**src/rtl/iir_coeff_bank.sv**
```systemverilog
// Double-buffered coefficient store for a two-stage biquad cascade.
// Writes land in a shadow set and reach the active set only on a sample boundary.
module iir_coeff_bank #(
    parameter int COEFF_WIDTH = 16
) (
    input  logic                          clk,
    input  logic                          rst,
    input  logic                          wr_valid,
    output logic                          wr_ready,
    input  logic [3:0]                    wr_addr,
    input  logic signed [COEFF_WIDTH-1:0] wr_data,
    input  logic                          commit_req,
    input  logic                          sample_strobe,
    output logic                          commit_done,
    output logic                          busy,
    output logic [1:0]                    err,
    input  logic                          err_clr,
    output logic signed [COEFF_WIDTH-1:0] b0_1,
    output logic signed [COEFF_WIDTH-1:0] b1_1,
    output logic signed [COEFF_WIDTH-1:0] b2_1,
    output logic signed [COEFF_WIDTH-1:0] a1_1,
    output logic signed [COEFF_WIDTH-1:0] a2_1,
    output logic signed [COEFF_WIDTH-1:0] b0_2,
    output logic signed [COEFF_WIDTH-1:0] b1_2,
    output logic signed [COEFF_WIDTH-1:0] b2_2,
    output logic signed [COEFF_WIDTH-1:0] a1_2,
    output logic signed [COEFF_WIDTH-1:0] a2_2
);

    // 1.0 in Q2.(COEFF_WIDTH-2): passthrough gain for b0 of each stage
    localparam logic signed [COEFF_WIDTH-1:0] UNITY = {2'b01, {(COEFF_WIDTH-2){1'b0}}};

    typedef enum logic [1:0] {LOAD, PENDING, DONE} state_t;

    state_t                          state, state_nxt;
    logic [9:0]                      mask, mask_nxt;
    logic                            wr_acc, wr_bad, commit_bad, apply;
    logic signed [COEFF_WIDTH-1:0]   shadow [10];
    logic signed [COEFF_WIDTH-1:0]   active [10];

    assign wr_ready    = (state == LOAD);
    assign busy        = (state != LOAD);
    assign commit_done = (state == DONE);

    always_comb begin
        wr_acc     = wr_valid && (state == LOAD);
        wr_bad     = wr_acc && (wr_addr > 4'd9);
        mask_nxt   = mask;
        commit_bad = 1'b0;
        apply      = 1'b0;
        state_nxt  = state;
        for (int i = 0; i < 10; i++) begin
            if (wr_acc && (wr_addr == 4'(i))) mask_nxt[i] = 1'b1;
        end
        case (state)
            LOAD: begin
                // commit sees the mask including this cycle's write
                if (commit_req) begin
                    if (&mask_nxt) state_nxt  = PENDING;
                    else           commit_bad = 1'b1;
                end
            end
            PENDING: begin
                if (sample_strobe) begin
                    apply     = 1'b1;
                    state_nxt = DONE;
                end
            end
            DONE:    state_nxt = LOAD;
            default: state_nxt = LOAD;
        endcase
    end

    always_ff @(posedge clk or negedge rst) begin
        if (!rst) begin
            state <= LOAD;
            mask  <= '0;
            err   <= '0;
        end else begin
            state <= state_nxt;
            mask  <= apply ? 10'd0 : mask_nxt;
            err   <= (err & {2{~err_clr}}) | {commit_bad, wr_bad};
        end
    end

    always_ff @(posedge clk or negedge rst) begin
        if (!rst) begin
            for (int i = 0; i < 10; i++) begin
                shadow[i] <= (i == 0 || i == 5) ? UNITY : '0;
                active[i] <= (i == 0 || i == 5) ? UNITY : '0;
            end
        end else begin
            for (int i = 0; i < 10; i++) begin
                if (wr_acc && (wr_addr == 4'(i))) shadow[i] <= wr_data;
                if (apply)                        active[i] <= shadow[i];
            end
        end
    end

    assign b0_1 = active[0];
    assign b1_1 = active[1];
    assign b2_1 = active[2];
    assign a1_1 = active[3];
    assign a2_1 = active[4];
    assign b0_2 = active[5];
    assign b1_2 = active[6];
    assign b2_2 = active[7];
    assign a1_2 = active[8];
    assign a2_2 = active[9];

endmodule

```
**config.mk**
```make
export PLATFORM = sky130hd
export DESIGN_NAME = iir_coeff_bank
export DESIGN_NICKNAME = d
export VERILOG_FILES = /design/src/rtl/iir_coeff_bank.sv
export SDC_FILE = /design/constraint.sdc
export NUM_CORES = 1
export LEC_CHECK = 0
export CAP_MARGIN = 0
export CORE_MARGIN = 2
export CORE_UTILIZATION = 25
export DETAILED_ROUTE_END_ITERATION = 16
export PLACE_DENSITY = 0.51
export SETUP_SLACK_MARGIN = 0.5
export SYNTH_ARGS = -nofsm -noshare
export SYNTH_HDL_FRONTEND = slang
export SYNTH_SLANG_ARGS = --single-unit
```
**constraint.sdc**
```tcl
create_clock -name clk -period 2.7 [get_ports clk]
set_clock_uncertainty 0.05 [all_clocks]
set_input_delay 0.405 -clock clk [delete_from_list [all_inputs] [get_ports clk]]
set_output_delay 0.405 -clock clk [all_outputs]
set_load 0.02 [all_outputs]
```
== After elaboration in Yosys (flattened, before gate mapping) ==
Index checks and enable logic that the tools add are counted.

* Register bits: 334
* Latch bits: 0
* Bits in writable memories: 0
* Memory bits (read-only): 0
* Output and inout port bits: 165
* Memories: 0

* $add $sub $neg: 0
* Multipliers: 0
* Div/mod/pow operators: 0
* Order comparisons: 1
* Eq/ne operators: 14
* Shifts and indexed selects: 0
* Mux-type cells: 20
* Bitwise gates (word level): 3
* Reduce and logical (&&, ||, !) cells: 17

{| class="wikitable"
|+ Operator list
! operator !! number
|-
| $eq A4 B3 Y1 const B || 4
|-
| $mux W1 || 15
|-
| $logic_and A1 B1 Y1 || 12
|-
| $mux W10 || 1
|-
| $reduce_and A10 Y1 || 1
|-
| $eq A4 B2 Y1 const B || 2
|-
| $eq A4 B4 Y1 const B || 2
|-
| $mux W2 || 3
|-
| $eq A4 B1 Y1 const B || 1
|-
| $gt A4 B4 Y1 const B || 1
|-
| $logic_not A4 Y1 || 1
|-
| $ne A2 B1 Y1 const B || 2
|-
| $pmux W2 S2 || 1
|-
| $reduce_and A3 Y1 || 1
|-
| $and A2 B2 Y2 || 1
|-
| $eq A2 B1 Y1 const B || 1
|-
| $eq A2 B2 Y1 const B || 1
|-
| $logic_not A2 Y1 || 1
|-
| $ne A2 B2 Y1 const B || 1
|-
| $or A2 B2 Y2 || 1
|-
| $reduce_bool A2 Y1 || 1
|-
| $not A1 Y1 || 1
|}

== Logic depth before layout (Yosys ltp) ==
* Word-level depth: 9
* Gate-level depth with buffers: 7
* Depth with buffers taken out: 5

== Worst setup path before layout ==
Ideal clock, no wire load.

* Path kind: register to register
* Start point: register state[1]
* End point: register shadow[86] (netlist bit)
* Library setup time: 125 ps
* Data arrival time: 2163 ps
* Path slack: 362 ps
* Cell stages (with the launch flop): 8
* Buffers on the path: 3
* Cell sequence: dfrtp_1 or4b_1 buf_2 or2_1 or3_1 buf_6 buf_8 mux2_4

* Cells in the longest elaborated chain, start to end: 3

{| class="wikitable"
|+ RTL lines
! item !! RTL line !! text
|-
| start: declaration || 35 || <nowiki>state_t state, state_nxt;</nowiki>
|-
| start signal: assignment || 80 || <nowiki>state <= state_nxt;</nowiki>
|-
| $logic_not A2 Y1 || 46 || <nowiki>wr_acc = wr_valid && (state == LOAD);</nowiki>
|-
| $logic_and A1 B1 Y1 || 46 ||
|-
| $logic_and A1 B1 Y1 || 94 || <nowiki>if (wr_acc && (wr_addr == 4'(i))) shadow[i] <= wr_data;</nowiki>
|-
| end signal: indexed assignment || 89 || <nowiki>shadow[i] <= (i == 0 || i == 5) ? UNITY : '0;</nowiki>
|-
| end signal: indexed assignment || 94 ||
|-
| end: declaration || 38 || <nowiki>logic signed [COEFF_WIDTH-1:0] shadow [10];</nowiki>
|}

No other way between the ends.
A chain may end at the register's enable or synchronous reset.

== Final worst setup path ==
* Start point: register state[0]
* End point: register shadow[91] (netlist bit)

Same word-level chain as after synthesis.

==> run metrics <==
overall routing resource usage=0.141; Area contributors post-synth=sky130_fd_sc_hd__dfrtp_1, sky130_fd_sc_hd__nand2_1, sky130_fd_sc_hd__mux2_2; delay-heaviest family, CP=simple AND/OR/NAND/NOR gates; largest area contributor in the netlist=sky130_fd_sc_hd__dfrtp_1; cell area after synthesis=0.0126 mm2; number of DRC violations after detailed routing=0; transition time at the pin with the least slew margin=between 0.9 and 1 ns; register clock-pin slew on the reported worst setup and hold paths=0.06 ns; start point of the critical path=state[0]; share of final-layout standard cells stronger than drive strength 1=0.225; number of buffers and inverters on the critical path=1; fraction of the mapped netlist area in compound gates=0.00595; count of state elements after synthesis=~330; number of global-route vias before repair=8,811; clock sink count=334; end of the worst register-to-register path=shadow[91]; placed wire-length estimate after detailed placement=22,200 um; peak ir drop on the vdd network=0.515 mV; IO Pins=about 190; main combinational cell family by area after synthesis=simple AND/OR/NAND/NOR gates; outcome=finished clean; maximum buffer depth of the clock tree=3; CTS tree=yes; post-synthesis async set-or-reset flop share=1.00; DIE WIDTH=about 230 um; routability-driven placement congestion ratio=0.767; most congested layer reported by global routing=met2; max cap viols=0; type of destination of the critical path=flip-flop; data arrival time of the critical path=2.62 ns; count of H-tree levels built during CTS=2; Worst Path Required=3.07 ns; initial core utilization=0.253; count of yosys warnings during synthesis=0; Power per Cell Area=between 1000 and 1500 mW/mm2; parity-gate share of the synthesized area counting xor and xnor cells=0; Setup violations, final=0; count of final max-slew check failures=0; Worst Setup Start Kind=flip-flop; number of vias after detailed routing=8,537; commonest cells in the synthesized netlist=sky130_fd_sc_hd__nand2_1, sky130_fd_sc_hd__dfrtp_1, sky130_fd_sc_hd__mux2_2, sky130_fd_sc_hd__clkbuf_1, sky130_fd_sc_hd__nor2_1; largest net degree at the start of global routing=approximately 110; highest net fanout along the worst path=17; leakage power=8.22 nW; die boundary height=229 um; Core ar.=0.0500 mm2; first-pass GRT wire length=about 55,000 um; routing usage on met2=0.222; share of the yosys chip area belonging to registers=0.663; total number of nets in the final design=1,352; final critical delay including setup and external delays=2.25 ns; GR met3 Demand/Resource=0.0312; post-synth cell types=37; clock insertion delay at the later pin of the skew report=0.55 ns; Gate Count Post-Synth=1,093; path depth of the worst reg2reg path=5; routed vias/inst=4.20; number of routed nets with antenna violations=0; global routing usage on met1=0.194; critical path depth in cells=5; biggest cell delay along the critical path=0.57 ns; worst max-slew margin expressed relative to the limit=0.383; core utilization of the finished layout=0.345; min-delay worst type=input pin to async pin; worst-path cell chain=or4b_4 > or2_4 > or3_4 > buf_12 > mux2_4; row cnt=82; Worst R2R Setup Slack=0.45 ns; syn avg cell area=roughly 12 um2; area growth from synthesis to final layout=36.8%; unrepaired setup endpoints after global routing=yes; most numerous cell in the Yosys netlist=sky130_fd_sc_hd__nand2_1; total gr overflow=0; synthesized-area fraction occupied by adder cells=0; total detailed-routing wirelength=36,900 um; clk root buf=sky130_fd_sc_hd__clkbuf_16; nets in the synthesized netlist=1,119; number of buffers inserted during clock tree synthesis=40; number of endpoints with negative hold slack in the final report=0; launch instance of the worst register-to-register path=state[0]; initial antenna violation count=4; routed wire length per instance=18.2 um; critical path type=flip-flop to flip-flop; termination of the worst setup path=shadow[91]; achievable frequency=445 MHz; area enclosed by the die boundary=0.0523 mm2; Initial DRC Count=roughly 420; most used flip-flop cell after synthesis=sky130_fd_sc_hd__dfrtp_1; final worst-path cycle share=0.832; number of input and output port buffers inserted=190; Simple-Gate Fraction of Synth Area=0.165; post-route setup TNS=0 ns; cell at the slowest stage of the critical path=sky130_fd_sc_hd__or4b_4; share of synthesized area spent on multiplexers=0.147; area fraction of the dominant cell type after synthesis=0.654; Post-synth EDFFs=0; Pre-antenna DRT Iters=4
stage by stage:
stage	total power, W	worst slack, ns	hold slack, ns	instance area, um2	cells
6_report	0.0190	0.453	0.380	17300	2031
5_1_grt	0.0201	0.394	0.398	17300	2029
3_3_place_gp	0.0135	-0.0842	0.368	15700	1949
2_1_floorplan	0.0106	0.362	0.0594	12600	1093
3_5_place_dp	0.0136	-0.112	0.368	15700	1949
4_1_cts	0.0193	0.435	0.363	17100	2023
area by class of cell:
class | count | area [um2]
antenna | 3 | 7.51
clock buffer | 53 | 1150
clock inverter | 19 | 221
fill | 4984 | 32700
inverter | 6 | 27.5
multi-input combinational | 703 | 4100
sequential | 334 | 8370
tap | 672 | 841
timing repair buffer | 241 | 2550
how the worst min path moves through the flow:
stage,from,slack (ns),endpoint,cells after the start
global route,rst,0.40,a1_1[4],2
finish,rst,0.38,a1_1[4],2
floorplan,rst,0.06,a1_1[0],0
detailed placement,rst,0.37,a1_1[4],1
CTS,rst,0.36,a1_1[4],2
global placement,rst,0.37,a1_1[4],1
worst register-to-register path, delay by kind of cell, from the launching register on:
family,cells,cell delay (ns)
mux,1,0.31
flops,1,0.43
buf+inv,1,0.17
simple gates,3,1.17
power by group:
part	internal, W	switching, W
clock network	0.00340	0.00216
logic	0.00279	0.00286
registers	0.00677	0.00105
total	0.0130	0.00607
what timing repair did:
action	4_1_cts	5_1_grt
hold endpoints to repair	52	0
endpoints found under the setup margin	100	54
gates cloned	0	2
hold buffers	1	0
gates resized for setup	8	9
buffers inserted	1	3
pin swaps	0	4
registers in the layout, indices dropped and copies added, names as in the netlist:
name and cells:
a1_1 16, a2_2 16, b2_1 16, b1_1 16
b1_2 16, b0_1 16, b2_2 16, state 2
b0_2 16, shadow 160, err 2, mask 10
a2_1 16, a1_2 16
placed cells by master (no fill, tap or decap), types with 2 or more instances in the layout:
cell type,n
sky130_fd_sc_hd__clkdlybuf4s50_1,186
sky130_fd_sc_hd__nor2_1,19
sky130_fd_sc_hd__nor3b_1,2
sky130_fd_sc_hd__bufinv_16,4
sky130_fd_sc_hd__mux2_4,9
sky130_fd_sc_hd__nor3_4,4
sky130_fd_sc_hd__inv_1,5
sky130_fd_sc_hd__mux2_2,151
sky130_fd_sc_hd__clkbuf_1,4
sky130_fd_sc_hd__clkbuf_16,43
sky130_fd_sc_hd__buf_6,2
sky130_fd_sc_hd__dfrtp_1,328
sky130_fd_sc_hd__dfrtp_2,2
sky130_fd_sc_hd__diode_2,3
sky130_fd_sc_hd__nand2b_1,3
sky130_fd_sc_hd__mux2i_1,2
sky130_fd_sc_hd__o22ai_1,3
sky130_fd_sc_hd__buf_12,17
sky130_fd_sc_hd__dfstp_2,4
sky130_fd_sc_hd__clkinv_2,8
sky130_fd_sc_hd__buf_4,29
sky130_fd_sc_hd__nand2_1,486
sky130_fd_sc_hd__nor2_4,2
sky130_fd_sc_hd__dlygate4sd2_1,2
sky130_fd_sc_hd__inv_6,2
sky130_fd_sc_hd__clkbuf_8,8
sky130_fd_sc_hd__clkinv_4,6
sky130_fd_sc_hd__nor2_2,3
cell families after synthesis:
| kind of cell | after synthesis |
|---|---|
| AO/OA/AOI/OAI | 11 |
| buffers and inverters | 56 |
| flip-flops | 334 |
| multiplexers | 162 |
| AND/OR/NAND/NOR | 530 |
metal layers:
| layer | routed length (um) | share of wire |
|---|---|---|
| met1 | 17400 | 0.47 |
| met2 | 17000 | 0.46 |
| met3 | 1880 | 0.051 |
| met4 | 705 | 0.019 |
| met5 | 12 | 0.00033 |
(Power assumes the default switching activity.)
